==> src/rtl/fpu_issue_ctrl_pkg.sv <==
// FPU_pkg: op codes, flag positions and the op-to-unit map shared by the FPU issue path.
package FPU_pkg;
  localparam int UNIT_W = 3;
  typedef logic [UNIT_W-1:0] unit_t;
  localparam unit_t UNIT_ILLEGAL = '1;
  localparam logic [4:0] FPU_OP_ADD  = 5'd0;
  localparam logic [4:0] FPU_OP_SUB  = 5'd1;
  localparam logic [4:0] FPU_OP_MUL  = 5'd2;
  localparam logic [4:0] FPU_OP_DIV  = 5'd3;
  localparam logic [4:0] FPU_OP_SQRT = 5'd4;
  localparam logic [4:0] FPU_OP_MIN  = 5'd5;
  localparam logic [4:0] FPU_OP_MAX  = 5'd6;
  localparam logic [4:0] FPU_OP_SGNJ = 5'd7;
  localparam logic [4:0] FPU_OP_CMP  = 5'd8;
  localparam int FLAG_NV = 4;
  localparam int FLAG_DZ = 3;
  localparam int FLAG_OF = 2;
  localparam int FLAG_UF = 1;
  localparam int FLAG_NX = 0;
  localparam logic [31:0] QNAN      = 32'h7fc0_0000;
  localparam logic [4:0]  NAN_FLAGS = 5'(1 << FLAG_NV);
  typedef struct packed {
    logic [31:0] f;
    logic [4:0]  flags;
  } result_t;
  function automatic unit_t fpu_unit_sel(input logic [4:0] op);
    return (op == FPU_OP_ADD || op == FPU_OP_SUB)  ? unit_t'(0) :
           (op == FPU_OP_MUL)                      ? unit_t'(1) :
           (op == FPU_OP_DIV || op == FPU_OP_SQRT) ? unit_t'(2) :
           (op inside {FPU_OP_MIN, FPU_OP_MAX, FPU_OP_SGNJ, FPU_OP_CMP}) ? unit_t'(3) :
           UNIT_ILLEGAL;
  endfunction
endpackage

==> src/rtl/fpu_order_fifo.sv <==
// fpu_order_fifo: remembers which unit each issued op went to, so results retire in issue order.
module fpu_order_fifo
  import FPU_pkg::*;
#(
  parameter int DEPTH = 4
) (
  input  logic  clk,
  input  logic  reset,
  input  logic  push,
  input  logic  pop,
  input  unit_t din,
  output logic  full,
  output logic  empty,
  output unit_t head
);
  localparam int AW = $clog2(DEPTH);
  unit_t mem [DEPTH];
  logic [AW-1:0] wr_ptr, rd_ptr;
  logic [AW:0] count;
  logic wr, rd;
  assign full  = count == (AW+1)'(DEPTH);
  assign empty = count == '0;
  assign head  = mem[rd_ptr];
  assign wr    = push && !full;
  assign rd    = pop && !empty;
  always_ff @(posedge clk or posedge reset)
    if (reset) begin
      wr_ptr <= '0;
      rd_ptr <= '0;
      count  <= '0;
    end else begin
      if (wr) wr_ptr <= wr_ptr + AW'(1);
      if (rd) rd_ptr <= rd_ptr + AW'(1);
      count <= count + (AW+1)'(wr) - (AW+1)'(rd);
    end
  always_ff @(posedge clk)
    if (wr) mem[wr_ptr] <= din;
endmodule

==> src/rtl/fpu_issue_ctrl.sv <==
// fpu_issue_ctrl: dispatches ops to FPU units and retires their results strictly in issue order.
module fpu_issue_ctrl
  import FPU_pkg::*;
#(
  parameter int NUM_UNITS = 4,
  parameter int DEPTH     = 4
) (
  input  logic                       clk,
  input  logic                       reset,
  input  logic                       valid_in,
  output logic                       ready_out,
  input  logic [4:0]                 op,
  input  logic [31:0]                a,
  input  logic [31:0]                b,
  output logic [NUM_UNITS-1:0]       unit_valid,
  input  logic [NUM_UNITS-1:0]       unit_ready,
  output logic [4:0]                 unit_op,
  output logic [31:0]                unit_a,
  output logic [31:0]                unit_b,
  input  logic [NUM_UNITS-1:0]       res_valid,
  output logic [NUM_UNITS-1:0]       res_ready,
  input  logic [NUM_UNITS-1:0][31:0] res_float,
  input  logic [NUM_UNITS-1:0][4:0]  res_flags,
  output logic                       valid_out,
  input  logic                       ready_in,
  output logic [31:0]                float_out,
  output logic [4:0]                 fflags
);
  unit_t sel, head;
  logic full, empty, push, pop, sel_ready, head_valid, slot_free;
  result_t head_res;
  assign sel       = fpu_unit_sel(op);
  assign unit_op   = op;
  assign unit_a    = a;
  assign unit_b    = b;
  assign slot_free = !valid_out || ready_in;
  // An index with no unit behind it never waits on a unit: it issues and retires as a quiet NaN.
  always_comb begin
    unit_valid = '0;
    res_ready  = '0;
    sel_ready  = int'(sel) >= NUM_UNITS;
    head_valid = int'(head) >= NUM_UNITS;
    head_res   = {QNAN, NAN_FLAGS};
    for (int i = 0; i < NUM_UNITS; i++) begin
      unit_valid[i] = valid_in && !full && sel == unit_t'(i);
      res_ready[i]  = !empty && head == unit_t'(i) && slot_free;
      if (sel == unit_t'(i)) sel_ready = unit_ready[i];
      if (head == unit_t'(i)) begin
        head_valid = res_valid[i];
        head_res   = {res_float[i], res_flags[i]};
      end
    end
  end
  assign ready_out = !full && sel_ready;
  assign push      = valid_in && ready_out;
  assign pop       = !empty && slot_free && head_valid;
  fpu_order_fifo #(.DEPTH(DEPTH)) u_fifo (
    .clk  (clk),
    .reset(reset),
    .push (push),
    .pop  (pop),
    .din  (sel),
    .full (full),
    .empty(empty),
    .head (head)
  );
  always_ff @(posedge clk or posedge reset)
    if (reset) begin
      valid_out <= 1'b0;
      float_out <= '0;
      fflags    <= '0;
    end else if (pop) begin
      valid_out <= 1'b1;
      float_out <= head_res.f;
      fflags    <= head_res.flags;
    end else if (ready_in) begin
      valid_out <= 1'b0;
      float_out <= '0;
      fflags    <= '0;
    end
endmodule

==> config.mk <==
export PLATFORM = sky130hd
export DESIGN_NAME = fpu_issue_ctrl
export DESIGN_NICKNAME = d
export VERILOG_FILES = /design/src/rtl/fpu_issue_ctrl_pkg.sv /design/src/rtl/fpu_order_fifo.sv /design/src/rtl/fpu_issue_ctrl.sv
export SDC_FILE = /design/constraint.sdc
export NUM_CORES = 1
export LEC_CHECK = 0
export CAP_MARGIN = 40
export CORE_AREA = 2 2 132 134
export CTS_BUF_LIST = sky130_fd_sc_hd__clkbuf_2 sky130_fd_sc_hd__clkbuf_4 sky130_fd_sc_hd__clkbuf_8
export CTS_CLUSTER_DIAMETER = 50
export DETAILED_ROUTE_END_ITERATION = 8
export DIE_AREA = 0 0 134 136
export GPL_ROUTABILITY_DRIVEN = 0
export GPL_TIMING_DRIVEN = 0
export PLACE_DENSITY = 0.75
export REMOVE_ABC_BUFFERS = 1
export SETUP_SLACK_MARGIN = 0.05
export SYNTH_ARGS = -nofsm -noshare
export SYNTH_HDL_FRONTEND = slang
export SYNTH_SLANG_ARGS = --single-unit
==> constraint.sdc <==
create_clock -name clk -period 5 [get_ports clk]
set_input_delay 0.75 -clock clk [delete_from_list [all_inputs] [get_ports clk]]
set_output_delay 0.75 -clock clk [all_outputs]
set_load 0.05 [all_outputs]
# == After elaboration in Yosys (flattened, before gate mapping) ==
# Memory sizes are Yosys's and may differ from the RTL's.
# Index checks and enable logic that the tools add are counted.
# op_classes
magnitude_cmp,2
n_eq_ne,15
n_addsub,4
reduce_logical,31
mux,24
# op_table
cell,n
$mux 37,4
$mux 32,2
$eq 5x3->1 const B,4
$logic_and 1x1->1,19
$eq 3x2->1 const B,4
$mux 1,12
$mux 3,4
$eq 5x2->1 const B,2
$mux 5,2
$logic_not 3->1,3
$eq 3x1->1 const B,2
$ge 3x3->1 const B,2
$eq 5x1->1 const B,1
$eq 5x4->1 const B,1
$logic_not 5->1,1
$add 2x1->2 const B,2
$reduce_bool 4->1,1
$add 3x1->3,1
$eq 3x3->1 const B,1
$logic_not 1->1,3
$logic_or 1x1->1,3
$sub 3x1->3,1
$reduce_bool 2->1,1
# totals
in_bits,229
out_inout_bits,116
n_memories,1
ram_bits,12
regBits,45
# mem_list
memory,depth,width,read_ports,rd_ports_with_merged_regs,write_ports,line,text
u_fifo.mem,4,3,1,0,1,fpu_order_fifo.sv:17,unit_t mem [DEPTH];

# == Depth between registers and ports, before layout ==
# depth
depth_word,16
depth_mapped,14
ltp_nobuf,10

# == By module ==
# From an unflattened synthesis, not the netlist that was laid out.
# hier_totals
hier_cells,320
area_unflattened_um2,4036.4
# by_module_without_submodules
module,instances,seq_area_each_um2,cells_each,area_per_inst_um2
fpu_issue_ctrl,1,950.9,262,3130.5
fpu_order_fifo,1,535.5,58,905.9

# == Least setup slack after synthesis ==
# OpenSTA, ideal clock, no wires.
# synth_timing
path_type,register to output
start,register u_fifo.rd_ptr[0]
end,output res_ready[0]
stages_incl_launch_ff,6
arrival_time_ns,2.917
n_path_buf,3
t_required_ns,4.250
path_slack_ns,1.333
path_cell_list,dfrtp_1 > mux4_2 > buf_2 > buf_2 > clkbuf_1 > nor4_1
# synth_between
elab_chain_cells,4
# synth_lines
item,line,text
from (decl),fpu_order_fifo.sv:18,"logic [AW-1:0] wr_ptr, rd_ptr;"
from (signal assigned),fpu_order_fifo.sv:33,if (rd) rd_ptr <= rd_ptr + AW'(1);
$mem_v2 4x3,n/a,
$logic_not 3->1,fpu_issue_ctrl.sv:46,res_ready[i] = !empty && head == unit_t'(i) && slot_free;
$logic_and 1x1->1 (2 in series),fpu_issue_ctrl.sv:46,
to (decl),fpu_issue_ctrl.sv:21,"output logic [NUM_UNITS-1:0] res_ready,"
# No other way between the ends.

# == Worst setup path in the final report ==
# layout_timing
start,register u_fifo.rd_ptr[0]
end,register u_fifo.count[2]
# layout_between
elab_chain_cells,9
elab_cells_between_ends,13
cone_classes,add/sub (1); order compare (1); eq/ne (3); mux (4); reduce/logical (3); memory (1)
# layout_lines
item,line,text
$mem_v2 4x3 *,n/a,
$ge 3x3->1 or $logic_not 3->1 (tied branches),"fpu_issue_ctrl.sv:42, fpu_issue_ctrl.sv:48",
$mux 1 (3 in series),fpu_issue_ctrl.sv:48,if (head == unit_t'(i)) begin
$mux 1 *,fpu_issue_ctrl.sv:48,
$logic_and 1x1->1 *,fpu_issue_ctrl.sv:56,assign pop = !empty && slot_free && head_valid;
$logic_and 1x1->1 *,fpu_order_fifo.sv:25,assign rd = pop && !empty;
$sub 3x1->3 *,fpu_order_fifo.sv:34,count <= count + (AW+1)'(wr) - (AW+1)'(rd);
to (signal assigned),fpu_order_fifo.sv:34,
to (decl),fpu_order_fifo.sv:19,logic [AW:0] count;
# Every way passes the cells marked *; elsewhere a longest branch is shown, timed or not.
# A chain may end at the register's enable or synchronous reset.

==> impl_metrics.json <==
{
  "status": "finished clean",
  "gr-total-overflow": 0,
  "synth_common_cells": "buf_4, dfrtp_1, nand2b_1, o21ai_1, nand2_1",
  "crit_required_ps": 5280,
  "r2r_slack_ps": 750,
  "detail_route.wl_per_cell_um": 22.2,
  "io_buffers": 216,
  "post-cts-setup-buffer-count": 0,
  "relSlewSlack_pct": 40.4,
  "leakagePower_uw": 0.00239,
  "setup_slack_ps": 751,
  "cp-end-kind": "flip-flop",
  "route.vias.total": 3822,
  "grt_pass1_vias": 3814,
  "cts_root_buffer": "clkbuf_8",
  "drcViolationCount": 0,
  "worst_path_largest_cell_delay_ps": 960,
  "dieArea_mm2": 0.0182,
  "cts_inserted_buffers": 9,
  "synth_top_area_cell": "dfrtp_1",
  "path_buf_inv": 1,
  "async_flop_share_pct": 78.9,
  "grt_max_degree": 79,
  "vdd_ir_drop_max_uv": 551,
  "fmax_mhz": 235,
  "drive_gt1_share_pct": 9.96,
  "firstDrtPassIters": 4,
  "cts_tree": "yes",
  "synth_top_area_share_pct": 26.2,
  "coreArea_mm2": 0.0169,
  "rsz0062_at_grt": "no",
  "dpl.hpwl_um": 13800,
  "cp_slowest_cell": "mux4_2",
  "syn2layout_area_growth_pct": 47.7,
  "synth_area_mm2": 0.00429,
  "synth_edf_count": 12,
  "crit_path_start_kind": "flip-flop",
  "path_cells": "mux4_2, nor2_1, a21oi_1, a32o_4, ha_1, inv_1, ha_1, fa_1, xnor2_1, xnor2_1",
  "rows": 48,
  "initial_core_util_pct": 25.4,
  "powerDensity_mw_per_mm2": 542,
  "crit_family": "adder cells",
  "grt_first_pass_wirelength_um": 24800,
  "fin_worst_skew_ps": 11.9,
  "finalPower_uw": 3440,
  "nNetsFinal": 793,
  "synthDistinctLibCells": 40,
  "post_cts_resized": 0,
  "netlist_instances": 426,
  "io_pins": 345,
  "ys_ff_latch": 57,
  "synth_area_leaders": "dfrtp_1, mux4_2, buf_4, edfxtp_1, nand2b_1",
  "hold_viol": 0,
  "grt_antenna_before_repair": 1,
  "clockBufferDepth": 2,
  "wirelength_um": 17500,
  "min_path_type": "reg2reg",
  "ant_nets": 0,
  "drt-initial-drc-count": 156,
  "fin_crit_ps": 4250,
  "cp.arrival_ps": 4530,
  "die_y_um": 136,
  "yosysMostFrequentCell": "buf_4",
  "clock_latency_ps": 350,
  "clkSinkCount": 57,
  "dp_slack_ps": 471,
  "via_per_inst": 4.85,
  "tightest_slew_ps": 894,
  "die_w_um": 134,
  "setup-violations-final": 0,
  "ys_seq_area_share_pct": 34.6,
  "fillers": 1681,
  "maxSlewViolCount": 0,
  "ys_warn_count": 0,
  "synth-main-ff-cell": "dfrtp_1",
  "finalCritPeriodShare_pct": 85.0,
  "htree_levels": 3,
  "cts-hold-fix-buffers": 0,
  "path_clk_slew_ps": 70,
  "grt_use_total_pct": 18.8,
  "syn_area_per_cell_um2": 10.1,
  "crit_type": "reg2reg",
  "crit_fanout": 78,
  "max_cap_viol_count": 0
}
[cell families after synthesis]
logic type	after synthesis	synth area share (%)
AOI/OAI and AO/OA	63	8.83
xor gates and xnor gates	5	1.02
adders and majority gates	7	2.22
buffers and inverters	110	16.4
DFF	57	34.6
muxes	50	20.5
and+or+nand+nor	134	16.3
[power by group]
group / internal (uW) / switching, uW / total [uW] / leakage, uW
Combinational: 929 / 1330 / 2260 / 0.00161
Sequential: 640 / 106 / 746 / 0.000679
Clock: 233 / 202 / 435 / 0.0000971
Total: 1800 / 1630 / 3440 / 0.00239
[final timing paths]
kind / cells past startpoint / end / start
min: 2 / float_out[22]$_DFFE_PP0P_ / float_out[22]$_DFFE_PP0P_
max: 10 / u_fifo.count[2]$_DFF_PP0_ / u_fifo.rd_ptr[0]$_DFFE_PP0P_
min in group asynchronous: 2 / u_fifo.rd_ptr[1]$_DFFE_PP0P_ / reset
max in group asynchronous: 3 / float_out[11]$_DFFE_PP0P_ / reset
min reg2reg: 2 / float_out[22]$_DFFE_PP0P_ / float_out[22]$_DFFE_PP0P_
max reg2reg: 10 / u_fifo.count[2]$_DFF_PP0_ / u_fifo.rd_ptr[0]$_DFFE_PP0P_
[layout make-up]
cell class / instances / area [um2] / area share, %
Clock inverter: 6 / 60.1 / 0.947
Sequential cell: 57 / 1490 / 23.4
Clock buffer: 10 / 131 / 2.07
Multi-Input combinational cell: 259 / 2110 / 33.3
Tap cell: 225 / 282 / 4.44
Timing Repair Buffer: 221 / 2230 / 35.2
Antenna cell: 1 / 2.50 / 0.0395
Inverter: 9 / 33.8 / 0.533
[registers in the layout (all words and copies together) (netlist names)]
register       cells
u_fifo.mem        12
fflags             5
u_fifo.count       3
u_fifo.rd_ptr      2
float_out         32
u_fifo.wr_ptr      2
valid_out          1
[per-stage QoR]
stage                     instances  hold WS (ps)  setup TNS (ps)  cell area [um2]  util [%]
after floorplan                 325           512               0             3620         -
after global placement          766           506            -323             6060      35.9
after detailed placement        771           513               0             6150      36.4
after CTS                       787           537               0             6340      37.6
after global routing            787           551               0             6340      37.6
final                           788           531               0             6340      37.6
[metal layers]
metal  track usage, %  share of wire, %  wire length, um  vias up
li1                 -                 -                -     1706
met1             20.6                38             6630     1793
met2             26.0                41             7140      300
met3             17.4                20             3420       19
met4             4.37              0.89              155        4
met5             5.83              0.72              126        -
[worst min-delay path, delay by kind of cell, from the launching register on]
kind | cells | cell delay [ps]
compound gates | 1 | 50
simple gates | 1 | 70
flops | 1 | 380
[cells in the final DEF (no fill, tap or decap), types with 3 or more instances in the layout]
cell type / netlist / layout
mux2_1: 3 / 3
nand3_1: 29 / 29
a32oi_1: 10 / 10
nor4_1: 3 / 3
o21ai_1: 39 / 39
and2_1: 4 / 4
ha_1: 6 / 6
clkbuf_8: 0 / 9
dfrtp_1: 45 / 45
inv_1: 9 / 8
xnor2_1: 4 / 4
edfxtp_1: 12 / 12
nand2b_1: 41 / 41
mux2i_1: 15 / 15
a21oi_1: 5 / 5
nand2_1: 38 / 38
clkdlybuf4s50_1: 0 / 216
nor2_1: 6 / 6
mux4_2: 30 / 29
nor3_1: 5 / 5
No activity file was read; power rests on OpenSTA's default activity.
